[src/rtl/mem_access_pkg.sv]
// ============================================================================
//  Module  : mem_access_pkg
//  Purpose : Shared types and helpers for the memory access unit: load/store
//            funct3 encodings, the unit's FSM states, access-size decode and
//            reserved-encoding detection.
//  Macro   : none (MEM_ACCESS_MISALIGN_TRAP_EN is consumed by mem_access_unit)
//  Rev     : 1.0  initial release
// ============================================================================
`default_nettype none

package mem_access_pkg;

    typedef enum logic [2:0] {
        LB  = 3'b000,
        LH  = 3'b001,
        LW  = 3'b010,
        LD  = 3'b011,
        LBU = 3'b100,
        LHU = 3'b101,
        LWU = 3'b110
    } load_funct3_e;

    typedef enum logic [2:0] {
        SB = 3'b000,
        SH = 3'b001,
        SW = 3'b010,
        SD = 3'b011
    } store_funct3_e;

    typedef enum logic [1:0] {
        IDLE   = 2'd0,
        ACCESS = 2'd1,
        HOLD   = 2'd2
    } mau_state_e;

    // Access size in bytes; funct3[1:0] encodes log2(size) for loads and stores.
    function automatic logic [3:0] size_bytes(input logic [2:0] funct3);
        logic [3:0] r;
        case (funct3[1:0])
            2'b00:   r = 4'd1;
            2'b01:   r = 4'd2;
            2'b10:   r = 4'd4;
            default: r = 4'd8;
        endcase
        return r;
    endfunction

    // Encodings with no defined meaning for the configured datapath width.
    function automatic logic funct3_reserved(input logic [2:0] funct3,
                                             input logic       is_store,
                                             input logic       is_rv64);
        logic r;
        if (is_store) begin
            r = funct3[2] | (~is_rv64 & (funct3 == SD));
        end else begin
            r = (funct3 == 3'b111) |
                (~is_rv64 & ((funct3 == LD) | (funct3 == LWU)));
        end
        return r;
    endfunction

endpackage

`default_nettype wire

[src/rtl/mem_lane_align.sv]
// ============================================================================
//  Module  : mem_lane_align
//  Purpose : Purely combinational lane logic. Request side: store-data lane
//            shift, byte-enable mask and misalignment detect. Response side:
//            load extraction and sign/zero extension.
//  Ports   : req_funct3_i/req_off_i/req_data_i -> req_wdata_o, req_be_o,
//            req_misaligned_o
//            rsp_funct3_i/rsp_off_i/rsp_rdata_i -> rsp_load_o
//  Rev     : 1.0  initial release
// ============================================================================
`default_nettype none

module mem_lane_align
    import mem_access_pkg::*;
#(
    parameter  int XLEN  = 32,
    localparam int BE_W  = XLEN / 8,
    localparam int OFF_W = $clog2(XLEN / 8)
) (
    input  logic [2:0]       req_funct3_i,
    input  logic [OFF_W-1:0] req_off_i,
    input  logic [XLEN-1:0]  req_data_i,
    output logic [XLEN-1:0]  req_wdata_o,
    output logic [BE_W-1:0]  req_be_o,
    output logic             req_misaligned_o,
    input  logic [2:0]       rsp_funct3_i,
    input  logic [OFF_W-1:0] rsp_off_i,
    input  logic [XLEN-1:0]  rsp_rdata_i,
    output logic [XLEN-1:0]  rsp_load_o
);

    logic [OFF_W-1:0] w_req_mask;
    logic [OFF_W-1:0] w_req_off;
    logic [OFF_W-1:0] w_rsp_mask;
    logic [OFF_W-1:0] w_rsp_off;
    logic [XLEN-1:0]  w_st_lane;
    logic [BE_W-1:0]  w_be_base;
    logic [XLEN-1:0]  w_rsp_shifted;

    // Offset bits below the access size; clearing them rounds the offset down
    // to a naturally aligned lane.
    assign w_req_mask = OFF_W'(size_bytes(req_funct3_i) - 4'd1);
    assign w_rsp_mask = OFF_W'(size_bytes(rsp_funct3_i) - 4'd1);
    assign w_req_off  = req_off_i & ~w_req_mask;
    assign w_rsp_off  = rsp_off_i & ~w_rsp_mask;

    assign req_misaligned_o = |(req_off_i & w_req_mask);

    // Trim store data to the access size first so unused lanes stay zero.
    always_comb begin
        w_st_lane = '0;
        w_be_base = '0;
        case (req_funct3_i[1:0])
            2'b00: begin
                w_st_lane = XLEN'(req_data_i[7:0]);
                w_be_base = BE_W'(8'h01);
            end
            2'b01: begin
                w_st_lane = XLEN'(req_data_i[15:0]);
                w_be_base = BE_W'(8'h03);
            end
            2'b10: begin
                w_st_lane = XLEN'(req_data_i[31:0]);
                w_be_base = BE_W'(8'h0F);
            end
            default: begin
                w_st_lane = req_data_i;
                w_be_base = '1;
            end
        endcase
    end

    assign req_wdata_o = w_st_lane << {w_req_off, 3'b000};
    assign req_be_o    = w_be_base << w_req_off;

    assign w_rsp_shifted = rsp_rdata_i >> {w_rsp_off, 3'b000};

    always_comb begin
        rsp_load_o = '0;
        case (rsp_funct3_i)
            LB:      rsp_load_o = XLEN'($signed(w_rsp_shifted[7:0]));
            LH:      rsp_load_o = XLEN'($signed(w_rsp_shifted[15:0]));
            LW:      rsp_load_o = XLEN'($signed(w_rsp_shifted[31:0]));
            LD:      rsp_load_o = w_rsp_shifted;
            LBU:     rsp_load_o = XLEN'(w_rsp_shifted[7:0]);
            LHU:     rsp_load_o = XLEN'(w_rsp_shifted[15:0]);
            LWU:     rsp_load_o = XLEN'(w_rsp_shifted[31:0]);
            default: rsp_load_o = '0;
        endcase
    end

endmodule

`default_nettype wire

[src/rtl/mem_access_unit.sv]
// ============================================================================
//  Module  : mem_access_unit
//  Purpose : Memory access stage between EX/MEM and MEM/WB. Accepts one op at
//            a time, registers the cache request and holds it until mem_resp,
//            then presents the aligned/extended load result until out_ready.
//  Macro   : MEM_ACCESS_MISALIGN_TRAP_EN - when defined, a misaligned access
//            faults (misalign=1, no cache request). When undefined the offset
//            is rounded down to the access size.
//  Ports   : clk_i, rst_ni (async, active-low)
//            in_valid_i/in_ready_o, ctrl_read_i, ctrl_write_i, funct3_i,
//            addr_i, store_data_i                      - op from EX/MEM
//            out_valid_o/out_ready_i, load_data_o, addr_lsb_o, misalign_o
//                                                      - result to MEM/WB
//            stall_o                                   - high while busy
//            mem_address_o, mem_wdata_o, mem_byte_enable_o, data_read_o,
//            data_write_o, mem_resp_i, mem_rdata_i     - data-cache port
//  Rev     : 1.0  initial release
// ============================================================================
`default_nettype none

module mem_access_unit
    import mem_access_pkg::*;
#(
    parameter  int XLEN  = 32,
    localparam int BE_W  = XLEN / 8,
    localparam int OFF_W = $clog2(XLEN / 8)
) (
    input  logic             clk_i,
    input  logic             rst_ni,
    input  logic             in_valid_i,
    output logic             in_ready_o,
    input  logic             ctrl_read_i,
    input  logic             ctrl_write_i,
    input  logic [2:0]       funct3_i,
    input  logic [XLEN-1:0]  addr_i,
    input  logic [XLEN-1:0]  store_data_i,
    output logic             out_valid_o,
    input  logic             out_ready_i,
    output logic [XLEN-1:0]  load_data_o,
    output logic [OFF_W-1:0] addr_lsb_o,
    output logic             misalign_o,
    output logic             stall_o,
    output logic [XLEN-1:0]  mem_address_o,
    output logic [XLEN-1:0]  mem_wdata_o,
    output logic [BE_W-1:0]  mem_byte_enable_o,
    output logic             data_read_o,
    output logic             data_write_o,
    input  logic             mem_resp_i,
    input  logic [XLEN-1:0]  mem_rdata_i
);

`ifdef MEM_ACCESS_MISALIGN_TRAP_EN
    localparam logic c_TRAP_EN = 1'b1;
`else
    localparam logic c_TRAP_EN = 1'b0;
`endif
    localparam logic c_IS_RV64 = (XLEN == 64);

    mau_state_e       state_q, state_d;
    logic [XLEN-1:0]  mem_address_q, mem_address_d;
    logic [XLEN-1:0]  mem_wdata_q, mem_wdata_d;
    logic [BE_W-1:0]  mem_be_q, mem_be_d;
    logic [2:0]       funct3_q, funct3_d;
    logic [OFF_W-1:0] addr_lsb_q, addr_lsb_d;
    logic             data_read_q, data_read_d;
    logic             data_write_q, data_write_d;
    logic [XLEN-1:0]  load_data_q, load_data_d;
    logic             misalign_q, misalign_d;

    logic [XLEN-1:0]  w_wdata;
    logic [BE_W-1:0]  w_be;
    logic             w_misaligned;
    logic [XLEN-1:0]  w_load;
    logic             w_is_mem;
    logic             w_is_store;
    logic             w_reserved;
    logic             w_fault;

    mem_lane_align #(
        .XLEN (XLEN)
    ) u_lane_align (
        .req_funct3_i     (funct3_i),
        .req_off_i        (addr_i[OFF_W-1:0]),
        .req_data_i       (store_data_i),
        .req_wdata_o      (w_wdata),
        .req_be_o         (w_be),
        .req_misaligned_o (w_misaligned),
        .rsp_funct3_i     (funct3_q),
        .rsp_off_i        (addr_lsb_q),
        .rsp_rdata_i      (mem_rdata_i),
        .rsp_load_o       (w_load)
    );

    // A read takes precedence if both controls are asserted.
    assign w_is_mem   = ctrl_read_i | ctrl_write_i;
    assign w_is_store = ctrl_write_i & ~ctrl_read_i;
    assign w_reserved = funct3_reserved(funct3_i, w_is_store, c_IS_RV64);
    assign w_fault    = w_is_mem & (w_reserved | (c_TRAP_EN & w_misaligned));

    always_comb begin
        state_d       = state_q;
        mem_address_d = mem_address_q;
        mem_wdata_d   = mem_wdata_q;
        mem_be_d      = mem_be_q;
        funct3_d      = funct3_q;
        addr_lsb_d    = addr_lsb_q;
        data_read_d   = data_read_q;
        data_write_d  = data_write_q;
        load_data_d   = load_data_q;
        misalign_d    = misalign_q;

        case (state_q)
            IDLE: begin
                if (in_valid_i) begin
                    mem_address_d = {addr_i[XLEN-1:OFF_W], {OFF_W{1'b0}}};
                    mem_wdata_d   = w_wdata;
                    mem_be_d      = w_be;
                    funct3_d      = funct3_i;
                    addr_lsb_d    = addr_i[OFF_W-1:0];
                    load_data_d   = '0;
                    misalign_d    = w_fault;
                    if (w_is_mem && !w_fault) begin
                        state_d      = ACCESS;
                        data_read_d  = ctrl_read_i;
                        data_write_d = w_is_store;
                    end else begin
                        state_d = HOLD;
                    end
                end
            end
            ACCESS: begin
                if (mem_resp_i) begin
                    state_d      = HOLD;
                    data_read_d  = 1'b0;
                    data_write_d = 1'b0;
                    load_data_d  = data_read_q ? w_load : '0;
                end
            end
            HOLD: begin
                if (out_ready_i) begin
                    state_d = IDLE;
                end
            end
            default: state_d = IDLE;
        endcase
    end

    always_ff @(posedge clk_i or negedge rst_ni) begin
        if (!rst_ni) begin
            state_q       <= IDLE;
            mem_address_q <= '0;
            mem_wdata_q   <= '0;
            mem_be_q      <= '0;
            funct3_q      <= '0;
            addr_lsb_q    <= '0;
            data_read_q   <= 1'b0;
            data_write_q  <= 1'b0;
            load_data_q   <= '0;
            misalign_q    <= 1'b0;
        end else begin
            state_q       <= state_d;
            mem_address_q <= mem_address_d;
            mem_wdata_q   <= mem_wdata_d;
            mem_be_q      <= mem_be_d;
            funct3_q      <= funct3_d;
            addr_lsb_q    <= addr_lsb_d;
            data_read_q   <= data_read_d;
            data_write_q  <= data_write_d;
            load_data_q   <= load_data_d;
            misalign_q    <= misalign_d;
        end
    end

    assign in_ready_o        = (state_q == IDLE);
    assign out_valid_o       = (state_q == HOLD);
    assign stall_o           = (state_q != IDLE);
    assign load_data_o       = load_data_q;
    assign addr_lsb_o        = addr_lsb_q;
    assign misalign_o        = misalign_q;
    assign mem_address_o     = mem_address_q;
    assign mem_wdata_o       = mem_wdata_q;
    assign mem_byte_enable_o = mem_be_q;
    assign data_read_o       = data_read_q;
    assign data_write_o      = data_write_q;

endmodule

`default_nettype wire
[config.mk]
export PLATFORM = sky130hd
export DESIGN_NAME = mem_access_unit
export DESIGN_NICKNAME = d
export VERILOG_FILES = /design/src/rtl/mem_access_pkg.sv /design/src/rtl/mem_lane_align.sv /design/src/rtl/mem_access_unit.sv
export SDC_FILE = /design/constraint.sdc
export NUM_CORES = 1
export LEC_CHECK = 0
export ABC_CLOCK_PERIOD_IN_PS = 2400
export CAP_MARGIN = 5
export CORE_MARGIN = 3
export CORE_UTILIZATION = 40
export CTS_CLUSTER_DIAMETER = 150
export CTS_CLUSTER_SIZE = 14
export DETAILED_ROUTE_END_ITERATION = 6
export GPL_ROUTABILITY_DRIVEN = 0
export GPL_TIMING_DRIVEN = 1
export MAX_ROUTING_LAYER = met4
export PLACE_DENSITY_LB_ADDON = 0.15
export SLEW_MARGIN = 20
export SYNTH_ARGS = -nofsm -noshare
export SYNTH_HDL_FRONTEND = slang
export SYNTH_SLANG_ARGS = --single-unit
[constraint.sdc]
create_clock -name clk_i -period 2.4 [get_ports clk_i]
set_input_delay 0.48 -clock clk_i [delete_from_list [all_inputs] [get_ports clk_i]]
set_output_delay 0.48 -clock clk_i [all_outputs]
set_load 0.02 [all_outputs]
* After elaboration in Yosys (flattened, before gate mapping) *
Index checks and enable logic that the tools add are counted.

word-level totals
  bits in registers = 108
  word-level logic and storage cells = 80
  input port bits = 106
  output and inout port bits = 108

operators by class
  add/sub/neg operators = 2
  muxes and demuxes = 22
  eq/ne operators = 19
  shift operators = 3
  bitwise logic cells = 11
  reduce and logical (&&, ||, !) cells = 13

operators by type and width
  cell                                                                     number
  32-bit case mux with 5 select lines                                      1
  32-bit case mux with 2 select lines                                      2
  32-bit two-way mux                                                       3
  32-bit by 5-bit << shifter with 32-bit output                            1
  32-bit by 5-bit right shift with 32-bit output                           1
  2-bit case mux with 3 select lines                                       3
  3-bit equality test, second input constant                               5
  3-bit by 2-bit equality test with 1-bit output, second input constant    3
  2-bit two-way mux                                                        4
  4-bit case mux with 2 select lines                                       1
  2-bit by 1-bit equality test with 1-bit output, second input constant    3
  2-bit equality test, second input constant                               3
  2-bit logical NOT                                                        3
  1-bit two-way mux                                                        6
  3-bit AND reduction                                                      2
  2-bit AND                                                                2
  2-bit by 1-bit inequality test with 1-bit output, second input constant  2
  2-bit inequality test, second input constant                             2
  2-bit inverter                                                           2
  1-bit OR                                                                 4
  1-bit case mux with 2 select lines                                       2
  4-bit AND reduction                                                      1
  2-bit nonzero test                                                       2
  4-bit by 2-bit << shifter with 4-bit output                              1
  other kinds (9)                                                          11

* Depth between registers and ports, before layout *
Gate-level depths: netlist (run 1).

  depth in word-level cells = 10
  gate-level depth with buffers = 8
  gate-level depth less buffers = 8

* Hierarchy *
From an unflattened synthesis (run 1), not the netlist that was laid out.

unflattened totals
  cell total of the unflattened synthesis = 519
  area total of the unflattened synthesis = 5595.4 um^2

by module, submodules not included
  module           seq. area each (um^2)  instances  area each (um^2)  cells each
  mem_access_unit  2702.6                 1          4217.8            327
  mem_lane_align   0.0                    1          1377.6            192

* Least setup slack after synthesis (run 1) *
OpenSTA, ideal clock, no wires.

  kind = register to register
  start = register addr_lsb_q[0] (netlist: addr_lsb_o[0])
  end = register load_data_q[25] (netlist: load_data_o[25])
  library setup time = 122 ps
  buffers on the path = 1
  stages on the path, launching flop included = 7
  slack = 160 ps
  clock period less this slack = 2240 ps
  data required time = 2278 ps
  arrival = 2119 ps
  path through = dfrtp_1 > nor2b_1 > mux2_4 > a221o_1 > buf_6 > or3b_1 > a32o_1

between the ends
  word-level cells in the longest chain between the ends = 6

RTL lines
  what                                            line                    source
  start: declaration                              mem_access_unit.sv:64   logic [OFF_W-1:0] addr_lsb_q, addr_lsb_d;
  start signal: assignment                        mem_access_unit.sv:166  addr_lsb_q <= addr_lsb_d;
  2-bit AND                                       mem_lane_align.sv:45    assign w_rsp_off = rsp_off_i & ~w_rsp_mask;
  32-bit by 5-bit right shift with 32-bit output  mem_lane_align.sv:76    assign w_rsp_shifted = rsp_rdata_i >> {w_rsp_off, 3'b000};
  32-bit case mux with 5 select lines             mem_lane_align.sv:80    case (rsp_funct3_i)
  32-bit two-way mux                              mem_access_unit.sv:136  load_data_d = data_read_q ? w_load : '0;
  32-bit two-way mux                              mem_access_unit.sv:132  if (mem_resp_i) begin
  32-bit case mux with 2 select lines             mem_access_unit.sv:112  case (state_q)
  end signal: assignment                          mem_access_unit.sv:169  load_data_q <= load_data_d;
  end: declaration                                mem_access_unit.sv:67   logic [XLEN-1:0] load_data_q, load_data_d;

Every way passes these cells. The select of a mux whose other input is x is not followed.
A chain may end at the register's enable or synchronous reset.

* Worst setup path in the final report (run 1) *
  start = register funct3_q[0]
  end = register load_data_q[18] (netlist: load_data_o[18])

between the ends
  word-level cells in the longest chain between the ends = 10
  elaborated cells between the ends (all ways) = 20
  those cells by class = 1 x add/sub; 8 x eq/ne; 1 x shift; 5 x mux; 2 x bitwise; 3 x reduce/logical

RTL lines
  what                                               line                    source
  start: declaration                                 mem_access_unit.sv:63   logic [2:0] funct3_q, funct3_d;
  start signal: assignment                           mem_access_unit.sv:165  funct3_q <= funct3_d;
  2-bit equality test, or another cell as far along  mem_access_pkg.sv:39    case (funct3[1:0])
  2-bit case mux with 3 select lines                 mem_access_pkg.sv:39
  2-bit by 1-bit subtractor with 2-bit output        mem_lane_align.sv:43    assign w_rsp_mask = OFF_W'(size_bytes(rsp_funct3_i) - 4'd1);
  2-bit inverter                                     mem_lane_align.sv:45
  2-bit AND                                          mem_lane_align.sv:45
  32-bit by 5-bit right shift with 32-bit output     mem_lane_align.sv:76
  32-bit case mux with 5 select lines (*)            mem_lane_align.sv:80
  32-bit two-way mux (*)                             mem_access_unit.sv:136
  32-bit two-way mux (*)                             mem_access_unit.sv:132
  32-bit case mux with 2 select lines (*)            mem_access_unit.sv:112

Every way passes the cells marked *; elsewhere a longest branch is shown, timed or not. The select of a mux whose other input is x is not followed.

==> out/results.ini, run 1 <==
[setup_path]
slowest_delay_ns=0.46
required_ns=2.63
endpoint_kind=flip-flop
critPathKind=reg -> reg
path_cells=nor2b_1, mux2_4, a221o_1, buf_4, or3b_2, a32o_1
arrival_ns=2.55
cp_slowest_cell=or3b_2
critPathLaunchType=flip-flop
crit_fanout=18

[power_and_ir_drop]
p_leak_nw=3.51
p_total_mw=9.38
power_density_nw_per_um2=1180
peakVddDrop_v=0.000641

[sta]
fmax_mhz=431
period_share=0.966
setup_viol=0
fin_skew_ns=0.00968
max_slew.worst_pin.slew_ns=0.656
hold_viol_final=0
period_minus_slack_ns=2.32
rsz0062_at_grt=no
maxSlewHeadroom=0.562
report.final.slew_viol_count=0

[drt]
first_pass_iters=5
drtIter0Drc=416
drt-vias-per-instance=5.49
avgRoutedWirePerCell_um=18.6
wl_um=17000
ant_nets=0
drc=0
vias=5023

[layout]
nets=849
antenna_cells=0
final_cells=915
syn2layout_area_growth_pct=53.5
drive_gt1_frac=0.0910

[global_routing]
antenna_found_initial=0
grt_pass1_wl_um=27000
grt_pass1_vias=5228
grt.overflow.total=0
grt_usage=0.242
grt_max_degree=77

[clock_network]
cts_buffers=9
path_clk_slew_ns=0.08
clkSinkCount=108
clk_path_buf_depth=2
tritoncts=done
root_buffer=clkbuf_16
clk_latency_ns=0.35
cts-htree-levels=3

[synthesis]
synth_top_area_share=0.522
post-synth-top-count-cell=nand2_1
ys_ff_latch=108
syn-cell-area_um2=5170
yosysSeqAreaShare=0.522
yosys.area.top_type=dfrtp_1
ys_top_cells_by_area=dfrtp_1 (52%), nand2_1 (12%), a22oi_1 (4.4%)
syn_area_per_cell_um2=9.74
yosysWarnings=0
synthCells=531
synth.distinct_cells=45
ys.flop_type=dfrtp_1
async_flop_share=1.00
netlist_top_cells_count=nand2_1 (166), dfrtp_1 (108), clkbuf_1 (34)
synth-edff-count=0

[place]
place_hpwl_um=12500
dp_cells=899
port_buffers=211

[min_path]
hold_path.class=in -> async

[floorplanning]
die_area_um2=14300
ioPinCount=214
initial_utilization=0.420
rows=40
core_area_um2=12300
die_w_um=120
die_h_um=120

[status]
status=finished, final reports clean

[job]
drv_cap=0

==> final timing paths <==
kind | from | endpoint | slack (ns) | cells past startpoint
min in group clk_i | mem_address_o[31] | mem_address_o[31] | 0.47 | 2
max in group asynchronous | rst_ni | mem_address_o[4] | 1.66 | 2
setup / recovery | funct3_q[0] | load_data_o[18] | 0.08 | 6
hold reg to reg | mem_address_o[31] | mem_address_o[31] | 0.47 | 2
hold / removal | rst_ni | load_data_o[9] | 0.06 | 1
setup reg to reg | funct3_q[0] | load_data_o[18] | 0.08 | 6
==> layout make-up <==
| class | instances | area (um^2) |
|---|---|---|
| clock buffer | 9 | 225 |
| clock inverter | 7 | 123 |
| fill | 1063 | 4370 |
| inverter | 3 | 11.3 |
| multi-input combinational | 380 | 2300 |
| sequential | 108 | 2700 |
| tap | 168 | 210 |
| timing repair buffer | 240 | 2360 |
==> flip-flops by register name, summed over array words and instances, names as in the netlist <==
register	flops
funct3_q	3
data_read_o	1
mem_wdata_o	32
mem_address_o	30
state_q	2
misalign_o	1
addr_lsb_o	2
load_data_o	32
mem_byte_enable_o	4
data_write_o	1
==> metal layers <==
metal | part of all wire | GRT usage | routed length, um
met3 | 0.082 | 0.0594 | 1390
met1 | 0.41 | 0.302 | 6980
met4 | 0.029 | 0.0988 | 485
met5 | 0 | - | 0
met2 | 0.48 | 0.380 | 8150
==> power breakdown <==
group          total, mW  switching (mW)  internal, mW
logic               4.76            2.55          2.21
registers           2.90           0.427          2.47
clock network       1.73           0.697          1.03
==> cell families (layout without fill, tap and decap cells) <==
kind of cell    Yosys count  count (layout)  synth area share
simple gates            211             211             0.180
compound gates          149             149             0.208
flops                   108             108             0.522
buf+inv                  44             259            0.0353
mux                      17              17            0.0510
fa+ha+maj                 1               1           0.00242
other cells               1               2          0.000725
==> placed cells by master, fill, tap and decap left out, types with 2 or more instances in the layout <==
cell type	instances
a22oi_1	30
a22o_1	17
a21oi_1	5
clkbuf_16	9
o21a_1	17
conb_1	2
nor2b_1	6
or3b_1	8
buf_4	27
buf_12	3
a32o_1	16
clkdlybuf4s50_1	210
bufinv_16	3
nor2_1	6
mux2i_1	8
a21o_1	2
a31oi_1	16
dfrtp_1	108
clkinvlp_4	2
or3b_2	8
mux4_2	7
nand2b_1	6
o31ai_1	2
o22ai_1	7
inv_1	3
inv_6	2
o21ai_0	28
and2_1	2
nand2_1	165
==> metrics by stage <==
| step | setup TNS [ns] | hold WS [ns] | utilization | worst slack [ns] | instance area, um^2 |
|---|---|---|---|---|---|
| global route | 0 | 0.0779 | 0.645 | 0.0106 | 7940 |
| finish | 0 | 0.0590 | 0.645 | 0.0811 | 7940 |
| detailed placement | -3.70 | 0.443 | 0.616 | -0.283 | 7590 |
| floorplan | 0 | 0.184 | - | 0.160 | 5180 |
| CTS | 0 | 0.0638 | 0.645 | 0.0692 | 7940 |
| global placement | -1.65 | 0.436 | 0.616 | -0.132 | 7590 |
==> critical path, delay by kind of cell (launching register included) <==
family / cells / cell delay [ns]
AND/OR/NAND/NOR: 2 / 0.73
buffers and inverters: 1 / 0.20
AO/OA/AOI/OAI: 2 / 0.56
multiplexers: 1 / 0.33
flip-flops: 1 / 0.38
==> repair_timing <==
item / in CTS / in global routing
hold buffers: 0 / 0
buffers inserted: 0 / 0
resized for setup: 0 / 1
endpoints found under the setup margin: 0 / 9
Power figures use the tool's default switching activity.
==> run 2: changes to the inputs <==
- HOLD_SLACK_MARGIN: not set -> 0.08
- REMOVE_ABC_BUFFERS: not set -> 1
==> run 2 against run 1 <==
First-iteration DRC count is 21% lower. Largest cell class unchanged. Cell count is 0.33% higher. Hold slack improved by 0.021 ns.
==> out/results.ini, run 2 (same netlist as run 1, synthesis figures left out) <==
[job]
drv_cap=0  ; unchanged

[sta]
fmax_mhz=442  ; was 431 MHz
hold_viol_final=0  ; unchanged
max_slew.worst_pin.slew_ns=0.680  ; was 0.656 ns
rsz0062_at_grt=no  ; unchanged
fin_skew_ns=0.00595  ; was 0.00968 ns
setup_viol=0  ; unchanged
period_minus_slack_ns=2.26  ; was 2.32 ns
maxSlewHeadroom=0.547  ; was 0.562
setup_ws_ns=0.140  ; was 0.0811 ns
period_share=0.942  ; was 0.966
report.final.slew_viol_count=0  ; unchanged

[place]
port_buffers=211  ; unchanged
place_hpwl_um=12100  ; was 12,500 um
dpl_cell_area_um2=7650  ; was 7590 um^2
pre_cts_slack_ns=-0.170  ; was -0.283 ns

[layout]
seqCellArea_um2=2700  ; unchanged
layout_common_cells=clkdlybuf4s50_1 (210), nand2_1 (165), dfrtp_1 (108)  ; unchanged
antenna_cells=0  ; unchanged
final_common_cell=clkdlybuf4s50_1  ; unchanged
nets=852  ; was 849
drive_gt1_frac=0.0960  ; was 0.0910
final.fill_count=1015  ; was 1,063
syn2layout_area_growth_pct=53.8  ; was 53.5%
multi_input_area_um2=2310  ; was 2300 um^2
design_area_um2=7960  ; was 7940 um^2

[global_routing]
grt_max_degree=39  ; was 77
grt_pass1_wl_um=26500  ; was 27,000 um
grt_pass1_vias=5148  ; was 5,228
grt_usage=0.237  ; was 0.242
grt.overflow.total=0  ; unchanged
antenna_found_initial=0  ; unchanged

[clock_network]
ctsHoldBuffers=0  ; unchanged
ctsResizeCount=0  ; unchanged
cts_buffers=9  ; unchanged
cts_setup_buffers=0  ; unchanged
clk_path_buf_depth=2  ; unchanged
clkSinkCount=108  ; unchanged
cts-htree-levels=3  ; unchanged
root_buffer=clkbuf_16  ; unchanged
path_clk_slew_ns=0.07  ; was 0.08 ns
tritoncts=done  ; unchanged
clk_latency_ns=0.35  ; about the same

[power_and_ir_drop]
power_density_nw_per_um2=1150  ; was 1180 nW/um^2
p_leak_nw=3.53  ; was 3.51 nW
peakVddDrop_v=0.000666  ; was 0.000641 V

[setup_path]
cp_slowest_cell=or3b_2  ; unchanged
required_ns=2.64  ; was 2.63 ns
critPathLaunchType=flip-flop  ; unchanged
endpoint_kind=flip-flop  ; unchanged
crit_fanout=18  ; unchanged
path_cells=nor2b_2, mux2_4, a221o_1, buf_4, or3b_2, a32o_1  ; was nor2b_1, mux2_4, a221o_1, buf_4, or3b_2, a32o_1
path_buf_inv=1  ; unchanged
critPathKind=reg -> reg  ; unchanged
slowest_delay_ns=0.45  ; was 0.46 ns
arrival_ns=2.50  ; was 2.55 ns
crit_family=simple AND/OR/NAND/NOR gates  ; unchanged

[status]
status=finished, final reports clean  ; unchanged

[drt]
ant_nets=0  ; unchanged
drc=0  ; unchanged
first_pass_iters=5  ; unchanged
avgRoutedWirePerCell_um=18.0  ; was 18.6 um
drtIter0Drc=330  ; was 416
vias=4982  ; was 5,023
wl_um=16500  ; was 17,000 um
drt-vias-per-instance=5.43  ; was 5.49

[floorplanning]
die_area_um2=14300  ; unchanged
initial_utilization=0.420  ; unchanged
die_h_um=120  ; unchanged
core_area_um2=12300  ; unchanged
rows=40  ; unchanged
die_w_um=120  ; unchanged
ioPinCount=214  ; unchanged

[min_path]
hold_path.class=in -> async  ; unchanged

[run 2: power breakdown]
group          switching [mW]  internal (mW)  leakage (nW)
logic                    2.53           2.24          1.99
clock network           0.691          0.817         0.150
registers               0.419           2.47          1.38
[run 2: area by class of cell]
cell class | count | share of cell area
flip-flops and latches | 108 | 0.340
clock buffers | 9 | 0.0283
well taps | 168 | 0.0264
repair buffers | 243 | 0.305
multi-input cells | 380 | 0.290
clock inverters | 7 | 0.00944
inverters | 3 | 0.00142
[run 2: worst register-to-register path, cell delays in order, from the launching register on]
cell and delay, ns:
dfrtp_1 0.39, nor2b_2 0.21, mux2_4 0.33, a221o_1 0.32
buf_4 0.19, or3b_2 0.45, a32o_1 0.26
[run 2: layer usage]
metal / track usage / routed length (um) / vias to the layer above
met5: - / 0 / -
met4: 0.0773 / 300 / 0
met3: 0.0636 / 1210 / 24
met2: 0.382 / 8020 / 196
met1: 0.291 / 6990 / 2441
li1: - / - / 2321
[run 2: final timing paths]
| check | start | cells after the start | slack [ns] | to |
|---|---|---|---|---|
| worst max-delay path | funct3_q[0] | 6 | 0.14 | load_data_o[20] |
| worst min-delay path | rst_ni | 1 | 0.08 | data_write_o |
| worst max register to register | funct3_q[0] | 6 | 0.14 | load_data_o[20] |
| worst min register to register | mem_address_o[16] | 2 | 0.48 | mem_address_o[16] |
| max in group asynchronous | rst_ni | 2 | 1.74 | mem_address_o[31] |
| min in group clk_i | mem_address_o[16] | 2 | 0.48 | mem_address_o[16] |
[run 2: metrics by stage]
stage / std cells / total power, mW / TNS, ns / utilization / hold slack (ns)
2_1_floorplan: 491 / 5.33 / -27.77 / - / 0.184
6_report: 918 / 9.17 / 0 / 0.646 / 0.0795
4_1_cts: 918 / 9.22 / 0 / 0.646 / 0.0886
3_3_place_gp: 902 / 7.60 / -1.19 / 0.621 / 0.456
5_1_grt: 918 / 9.74 / 0 / 0.646 / 0.0992
3_5_place_dp: 902 / 7.68 / -2.34 / 0.621 / 0.462
==> run 3: changes to the inputs <==
- ABC_CLOCK_PERIOD_IN_PS: 2400 -> not set
==> results of run 3 <==
The final DEF is identical to that of run 2; final timing and power are the same.
